==> src/rtl/adma_pkg.sv <==
// Shared types and AXI encodings for the ADMA datamover.
package adma_pkg;

    typedef enum logic {
        ST_IDLE  = 1'b0,
        ST_ISSUE = 1'b1
    } ar_state_e;

    localparam logic [1:0] AXI_BURST_FIXED = 2'b00;
    localparam logic [1:0] AXI_BURST_INCR  = 2'b01;
    localparam logic [1:0] AXI_BURST_WRAP  = 2'b10;

    function automatic int unsigned idx_w(input int unsigned n);
        return (n <= 1) ? 1 : $clog2(n);
    endfunction

endpackage

==> src/rtl/adma_rr_arb.sv <==
// Round-robin arbiter: priority rotates to the channel after the last grant.
module adma_rr_arb
    import adma_pkg::*;
#(
    parameter int N   = 4,
    parameter int N_W = idx_w(N)
) (
    input  logic           clk,
    input  logic           rst,
    input  logic [N-1:0]   req,
    input  logic           upd,
    output logic [N-1:0]   gnt_oh,
    output logic [N_W-1:0] gnt_bin
);

    logic [N_W-1:0] ptr;
    logic [N_W:0]   sum;
    logic [N_W-1:0] idx;
    logic           found;

    always_comb begin
        gnt_oh  = '0;
        gnt_bin = '0;
        found   = 1'b0;
        sum     = '0;
        idx     = '0;
        for (int i = 0; i < N; i++) begin
            sum = {1'b0, ptr} + (N_W+1)'(i);
            if (sum >= (N_W+1)'(N))
                sum = sum - (N_W+1)'(N);
            idx = sum[N_W-1:0];
            if (!found && req[idx]) begin
                found       = 1'b1;
                gnt_oh[idx] = 1'b1;
                gnt_bin     = idx;
            end
        end
    end

    always_ff @(posedge clk or posedge rst) begin
        if (rst)
            ptr <= '0;
        else if (upd)
            ptr <= (gnt_bin == N_W'(N-1)) ? '0 : gnt_bin + 1'b1;
    end

endmodule

==> src/rtl/adma_dm_axi_ar_sched.sv <==
// AR-channel scheduler: arbitrates channel read bursts onto one AXI AR port
// and forwards per-burst info to the R datapath, bounded by outstanding count.
module adma_dm_axi_ar_sched
    import adma_pkg::*;
#(
    parameter int DMA_CHN_NUM   = 4,
    parameter int MST_ID_W      = 5,
    parameter int ATX_ADDR_W    = 32,
    parameter int ATX_LEN_W     = 8,
    parameter int ATX_SIZE_W    = 3,
    parameter int ATX_NUM_OSTD  = DMA_CHN_NUM,
    parameter int DMA_CHN_NUM_W = (DMA_CHN_NUM == 1) ? 1 : $clog2(DMA_CHN_NUM)
) (
    input  logic                     clk,
    input  logic                     rst,
    input  logic [ATX_ADDR_W-1:0]    req_addr [0:DMA_CHN_NUM-1],
    input  logic [ATX_LEN_W-1:0]     req_len  [0:DMA_CHN_NUM-1],
    input  logic [ATX_SIZE_W-1:0]    req_size [0:DMA_CHN_NUM-1],
    input  logic [DMA_CHN_NUM-1:0]   req_vld,
    output logic [DMA_CHN_NUM-1:0]   req_rdy,
    input  logic [MST_ID_W-1:0]      atx_id   [0:DMA_CHN_NUM-1],
    output logic [MST_ID_W-1:0]      m_arid_o,
    output logic [ATX_ADDR_W-1:0]    m_araddr_o,
    output logic [ATX_LEN_W-1:0]     m_arlen_o,
    output logic [ATX_SIZE_W-1:0]    m_arsize_o,
    output logic [1:0]               m_arburst_o,
    output logic                     m_arvalid_o,
    input  logic                     m_arready_i,
    output logic [DMA_CHN_NUM_W-1:0] atx_chn_id,
    output logic [MST_ID_W-1:0]      atx_arid,
    output logic [ATX_LEN_W-1:0]     atx_arlen,
    output logic                     atx_vld,
    input  logic                     atx_rdy,
    input  logic                     atx_done
);

    localparam int OSTD_W = $clog2(ATX_NUM_OSTD + 1);

    ar_state_e                state;
    logic [DMA_CHN_NUM-1:0]   win_oh;
    logic [DMA_CHN_NUM-1:0]   gnt_oh;
    logic [DMA_CHN_NUM_W-1:0] gnt_bin;
    logic [OSTD_W-1:0]        ostd_cnt;
    logic                     ar_done;
    logic                     info_done;
    logic                     ar_hs;
    logic                     info_hs;
    logic                     finish;
    logic                     can_grant;
    logic                     cnt_inc;
    logic                     cnt_dec;

    assign ar_hs     = m_arvalid_o & m_arready_i;
    assign info_hs   = atx_vld & atx_rdy;
    assign finish    = (state == ST_ISSUE) & (ar_done | ar_hs)
                     & (info_done | info_hs);
    assign can_grant = (state == ST_IDLE) & (|req_vld)
                     & (ostd_cnt < OSTD_W'(ATX_NUM_OSTD));
    assign req_rdy   = finish ? win_oh : '0;
    assign atx_arid  = m_arid_o;
    assign atx_arlen = m_arlen_o;

    // A done pulse with nothing outstanding is spurious and dropped.
    assign cnt_inc = ar_hs;
    assign cnt_dec = atx_done & (ostd_cnt != '0);

    adma_rr_arb #(
        .N   (DMA_CHN_NUM),
        .N_W (DMA_CHN_NUM_W)
    ) u_arb (
        .clk     (clk),
        .rst     (rst),
        .req     (req_vld),
        .upd     (can_grant),
        .gnt_oh  (gnt_oh),
        .gnt_bin (gnt_bin)
    );

    always_ff @(posedge clk or posedge rst) begin
        if (rst) begin
            ostd_cnt <= '0;
        end else if (cnt_inc && !cnt_dec) begin
            ostd_cnt <= ostd_cnt + 1'b1;
        end else if (cnt_dec && !cnt_inc) begin
            ostd_cnt <= ostd_cnt - 1'b1;
        end
    end

    always_ff @(posedge clk or posedge rst) begin
        if (rst) begin
            state       <= ST_IDLE;
            win_oh      <= '0;
            atx_chn_id  <= '0;
            m_arid_o    <= '0;
            m_araddr_o  <= '0;
            m_arlen_o   <= '0;
            m_arsize_o  <= '0;
            m_arburst_o <= '0;
            m_arvalid_o <= 1'b0;
            atx_vld     <= 1'b0;
            ar_done     <= 1'b0;
            info_done   <= 1'b0;
        end else begin
            unique case (state)
                ST_IDLE: begin
                    if (can_grant) begin
                        state       <= ST_ISSUE;
                        win_oh      <= gnt_oh;
                        atx_chn_id  <= gnt_bin;
                        m_arid_o    <= atx_id[gnt_bin];
                        m_araddr_o  <= req_addr[gnt_bin];
                        m_arlen_o   <= req_len[gnt_bin];
                        m_arsize_o  <= req_size[gnt_bin];
                        m_arburst_o <= AXI_BURST_INCR;
                        m_arvalid_o <= 1'b1;
                        atx_vld     <= 1'b1;
                        ar_done     <= 1'b0;
                        info_done   <= 1'b0;
                    end
                end
                ST_ISSUE: begin
                    if (ar_hs) begin
                        m_arvalid_o <= 1'b0;
                        ar_done     <= 1'b1;
                    end
                    if (info_hs) begin
                        atx_vld   <= 1'b0;
                        info_done <= 1'b1;
                    end
                    if (finish) begin
                        state     <= ST_IDLE;
                        ar_done   <= 1'b0;
                        info_done <= 1'b0;
                    end
                end
                default: state <= ST_IDLE;
            endcase
        end
    end

endmodule

==> config.mk <==
export PLATFORM = sky130hd
export DESIGN_NAME = adma_dm_axi_ar_sched
export DESIGN_NICKNAME = d
export VERILOG_FILES = /design/src/rtl/adma_pkg.sv /design/src/rtl/adma_rr_arb.sv /design/src/rtl/adma_dm_axi_ar_sched.sv
export SDC_FILE = /design/constraint.sdc
export NUM_CORES = 1
export LEC_CHECK = 0
export CORE_ASPECT_RATIO = 1.2
export CORE_UTILIZATION = 30
export CTS_BUF_LIST = sky130_fd_sc_hd__clkbuf_16
export CTS_CLUSTER_DIAMETER = 100
export CTS_CLUSTER_SIZE = 16
export DETAILED_ROUTE_END_ITERATION = 12
export PLACE_DENSITY = 0.66
export SYNTH_ARGS = -nofsm -noshare
export SYNTH_HDL_FRONTEND = slang
export SYNTH_SLANG_ARGS = --single-unit
==> constraint.sdc <==
create_clock -name clk -period 3.75 [get_ports clk]
set_clock_uncertainty 0.2 [all_clocks]
set_input_delay 0.9375 -clock clk [delete_from_list [all_inputs] [get_ports clk]]
set_output_delay 0.9375 -clock clk [all_outputs]
set_load 0.01 [all_outputs]
==> impl_summary.log <==
[metrics] Die ar.: 16300 um2
[metrics] CTS tree: yes
[metrics] final-stage net count: 923
[metrics] data arrival time of the critical path: 2.43 ns
[metrics] Worst Hold Path EP: m_arburst_o[0]
[metrics] Syn. warnings: 0
[metrics] CP Max Fanout: 5
[metrics] final-report hold violation count: 0
[metrics] Total Wirelength: 18400 um
[metrics] Via-to-Cell Ratio: 5.69
[metrics] Detail Placement HPWL: 13400 um
[metrics] Horiz. Die Dim: 117 um
[metrics] Crit path buffers/inverters: 2
[metrics] sink count of the clock tree: 65
[metrics] Post-Synthesis Cell Area: 4730 um2
[metrics] Most common cell on crit path: sky130_fd_sc_hd__and2_1
[metrics] asr flop ratio synth: 100%
[metrics] clock latency on the worst-skew pair: 0.34 ns
[metrics] flip-flop cell with the highest count after synthesis: sky130_fd_sc_hd__dfrtp_1
[metrics] port buffer count: 270
[metrics] unrepaired setup endpoints after global routing: false
[metrics] Slowest cell on crit path: sky130_fd_sc_hd__clkdlybuf4s50_1
[metrics] endpoint kind of the worst setup timing path: primary output
[metrics] hold depth: 1
[metrics] final count of negative-setup-slack endpoints: 0
[metrics] area added between synthesis and finish: 67.3%
[metrics] number of maximum-capacitance violations: 0
[metrics] Std-Cell Rows: 49
[metrics] count of TritonRoute iterations in the first routing pass: 4
[metrics] number of buffers added by the clock tree synthesis step: 9
[metrics] path class of the lowest-slack min-delay path: reg -> reg
[metrics] outcome: complete, no violations
[metrics] slew at the pin closest to its max-slew limit: 1.03 ns
[metrics] Max Clock Freq: 280 MHz
[metrics] largest buffer count on any clock path: 2
[metrics] net count after synthesis: 680
[metrics] power density over cell area: 836 nW/um2
[metrics] hold-fix buffers at CTS: 0
[metrics] vias after detailed routing: 5240
[metrics] static leakage: 3.27 nW
[metrics] startpoint type of the worst setup path: input pin
[metrics] Levels on crit path: 7
[metrics] critical-path cell list: clkdlybuf4s50_1 > and2_1 > or2_2 > nand2_1 > nor2_4 > and2_1 > dlygate4sd2_1
[metrics] number of enable-type register cells in the synthesized netlist: 0
[metrics] global-route wire length before repair: 28300 um
[metrics] maximum number of pins on one net before global-route repair: 61
[metrics] Die Y-Extent: 140 um
[metrics] capture point of the worst reg-to-reg path: atx_arlen[3]
[metrics] relative slew slack: 30.9%
[metrics] final worst path period share: 95.1%
[metrics] post-synthesis area per instance: 10.1 um2
[metrics] Clock Pin Slew Worst Setup and Hold Paths: 0.06 ns
[metrics] GRT Util Overall: 22.5%
[metrics] Worst Path Class, Setup: in -> out
[metrics] flip-flop and latch count after synthesis: 65
[metrics] Avg WL per Cell: 20.0 um
[metrics] initial antenna violation count: 0
[metrics] required time of the worst setup path: 2.61 ns
[metrics] Placeable Area: 15200 um2
[metrics] First DRT Iteration DRCs: 302
[metrics] fraction of layout cells with a size suffix above 1: 8.65%
[metrics] Placed Area: 7610 um2
[metrics] clock root buffer: sky130_fd_sc_hd__clkbuf_16
[metrics] family with the most delay on the worst path: simple AND/OR/NAND/NOR gates
[metrics] post-layout utilization of the core: 52.1%
[metrics] Yosys cell types: 42
[metrics] proportion of synthesized chip area in sequential cells: 34.4%
[metrics] vias in the first global route: 5556
[metrics] Min Clock Period, post-route: 3.57 ns
[metrics] finished layout cell area: 7920 um2
[metrics] number of antenna-violating nets in the routed design: 0
[metrics] DRC violation count after routing: 0
[metrics] grt total ovfl: 0
[metrics] reg-to-reg slack, setup: 0.50 ns
[metrics] Gate Count Post-Synth: 469
[metrics] maximum single-stage delay on the critical path: 0.41 ns
[metrics] count of pins over their slew limit: 0
[metrics] Critical R2R Launch: u_arb.ptr[1]
[metrics] startpoint of the most critical hold path: m_arburst_o[0]
[metrics] n_diodes: 0
[metrics] htree depth: 3
[metrics] Initial Utilization: 31.1%
[metrics] I/O pin total: 272
[metrics] number of filler cells placed in the layout: 1437
[metrics] routability congestion estimate from global placement: 0.818
[metrics] worst reg-to-reg path cell count: 9
[metrics] IR Drop Worst-Case VDD: 528 uV
-- per-layer routing --
metal | up-vias | share of wire, % | global-route usage, %
li1 | 2362 | - | -
met1 | 2574 | 38 | 24.8
met2 | 265 | 51 | 40.5
met3 | 39 | 8.2 | 5.40
met4 | 0 | 2.7 | 9.59
met5 | - | 0 | 0
-- logic make-up after synthesis --
| kind of cell | synth area share (%) |
|---|---|
| AOI/OAI and AO/OA | 35.4 |
| xor gates and xnor gates | 0.555 |
| adders and majority gates | 2.80 |
| buffers and inverters | 8.56 |
| DFF | 34.4 |
| muxes | 12.7 |
| other | 0.0792 |
| and+or+nand+nor | 5.50 |
-- worst max path at each step --
stage | startpoint | slack [ns] | endpoint
after CTS | m_arready_i | 0.006 | req_rdy[1]
after floorplan | req_vld[1] | 0.91 | u_arb.ptr[1]
after detailed placement | m_arready_i | -0.06 | req_rdy[3]
after global routing | m_arready_i | 0.13 | req_rdy[3]
after global placement | m_arready_i | 0.02 | req_rdy[1]
final | m_arready_i | 0.18 | req_rdy[3]
-- synth_stat cells, drive strengths merged (3+ instances only) --
cell type / n / area share, %
mux2i: 49 / 10
and2: 5 / 0.66
nor2b: 3 / 0.55
inv: 7 / 0.56
a221oi: 4 / 0.74
mux4: 4 / 1.9
nor2: 18 / 1.6
nand2: 19 / 1.5
buf: 35 / 5.8
clkbuf: 28 / 2.2
o31ai: 3 / 0.48
ha: 9 / 2.4
a211oi: 14 / 2.2
dfrtp: 65 / 34
a22oi: 86 / 14
a22o: 41 / 7.6
o221ai: 41 / 7.6
o21ai: 8 / 0.85
o21a: 9 / 1.6
-- cell type report --
class	count	area [um2]	area share (%)
sequential	65	1630	20.5
timing repair buffer	295	2970	37.5
clock buffer	9	225	2.84
tap	204	255	3.22
multi-input combinational	334	2750	34.7
clock inverter	7	71.3	0.900
inverter	7	26.3	0.332
-- cell usage in the layout (no fill, tap or decap), types with 3 or more instances in the layout --
master	netlist	final
sky130_fd_sc_hd__nand2_1	19	17
sky130_fd_sc_hd__mux4_2	4	4
sky130_fd_sc_hd__ha_1	9	9
sky130_fd_sc_hd__buf_4	15	19
sky130_fd_sc_hd__clkinvlp_4	0	3
sky130_fd_sc_hd__o221ai_1	41	41
sky130_fd_sc_hd__nor2_4	1	4
sky130_fd_sc_hd__nor2_1	17	14
sky130_fd_sc_hd__buf_12	0	6
sky130_fd_sc_hd__dlymetal6s2s_1	0	3
sky130_fd_sc_hd__o21ai_0	8	8
sky130_fd_sc_hd__o21a_1	8	7
sky130_fd_sc_hd__mux2i_1	49	49
sky130_fd_sc_hd__and2_1	5	5
sky130_fd_sc_hd__clkbuf_16	0	9
sky130_fd_sc_hd__clkdlybuf4s50_1	0	266
sky130_fd_sc_hd__dfrtp_1	65	65
sky130_fd_sc_hd__a211oi_1	14	14
sky130_fd_sc_hd__a22o_1	41	41
sky130_fd_sc_hd__inv_1	7	6
sky130_fd_sc_hd__o31ai_1	3	3
sky130_fd_sc_hd__a221oi_1	4	4
sky130_fd_sc_hd__a22oi_1	86	86
-- report_power, final --
group	switching [mW]	internal, mW	total (mW)
Combinational	2.23	2.23	4.46
Clock	0.338	0.513	0.851
Sequential	0.255	1.05	1.31
-- stage by stage --
| stage | worst slack [ns] | power (mW) | TNS (ns) | std cells | hold slack, ns |
|---|---|---|---|---|---|
| after global routing | 0.133 | 7.07 | 0 | 921 | 0.296 |
| after global placement | 0.0165 | 5.65 | 0 | 905 | 0.249 |
| after CTS | 0.00622 | 6.67 | 0 | 921 | 0.282 |
| final | 0.183 | 6.62 | 0 | 921 | 0.276 |
| after floorplan | 0.908 | 4.15 | 0 | 469 | 0.242 |
| after detailed placement | -0.0594 | 5.78 | -0.551 | 905 | 0.266 |
-- flip-flops by register name, indices dropped and copies added (netlist names) --
register     cells
m_araddr_o      32
atx_arlen        8
atx_arid         5
win_oh           4
m_arsize_o       3
ostd_cnt         3
atx_chn_id       2
u_arb.ptr        2
ar_done          1
atx_vld          1
info_done        1
m_arburst_o      1
m_arvalid_o      1
state            1
-- repair_timing --
| item | 4_1_cts | 5_1_grt |
|---|---|---|
| setup endpoints to repair | 4 | 3 |
| resized for setup | 2 | 4 |
| setup buffers | 0 | 0 |
Power figures use the tool's default switching activity.
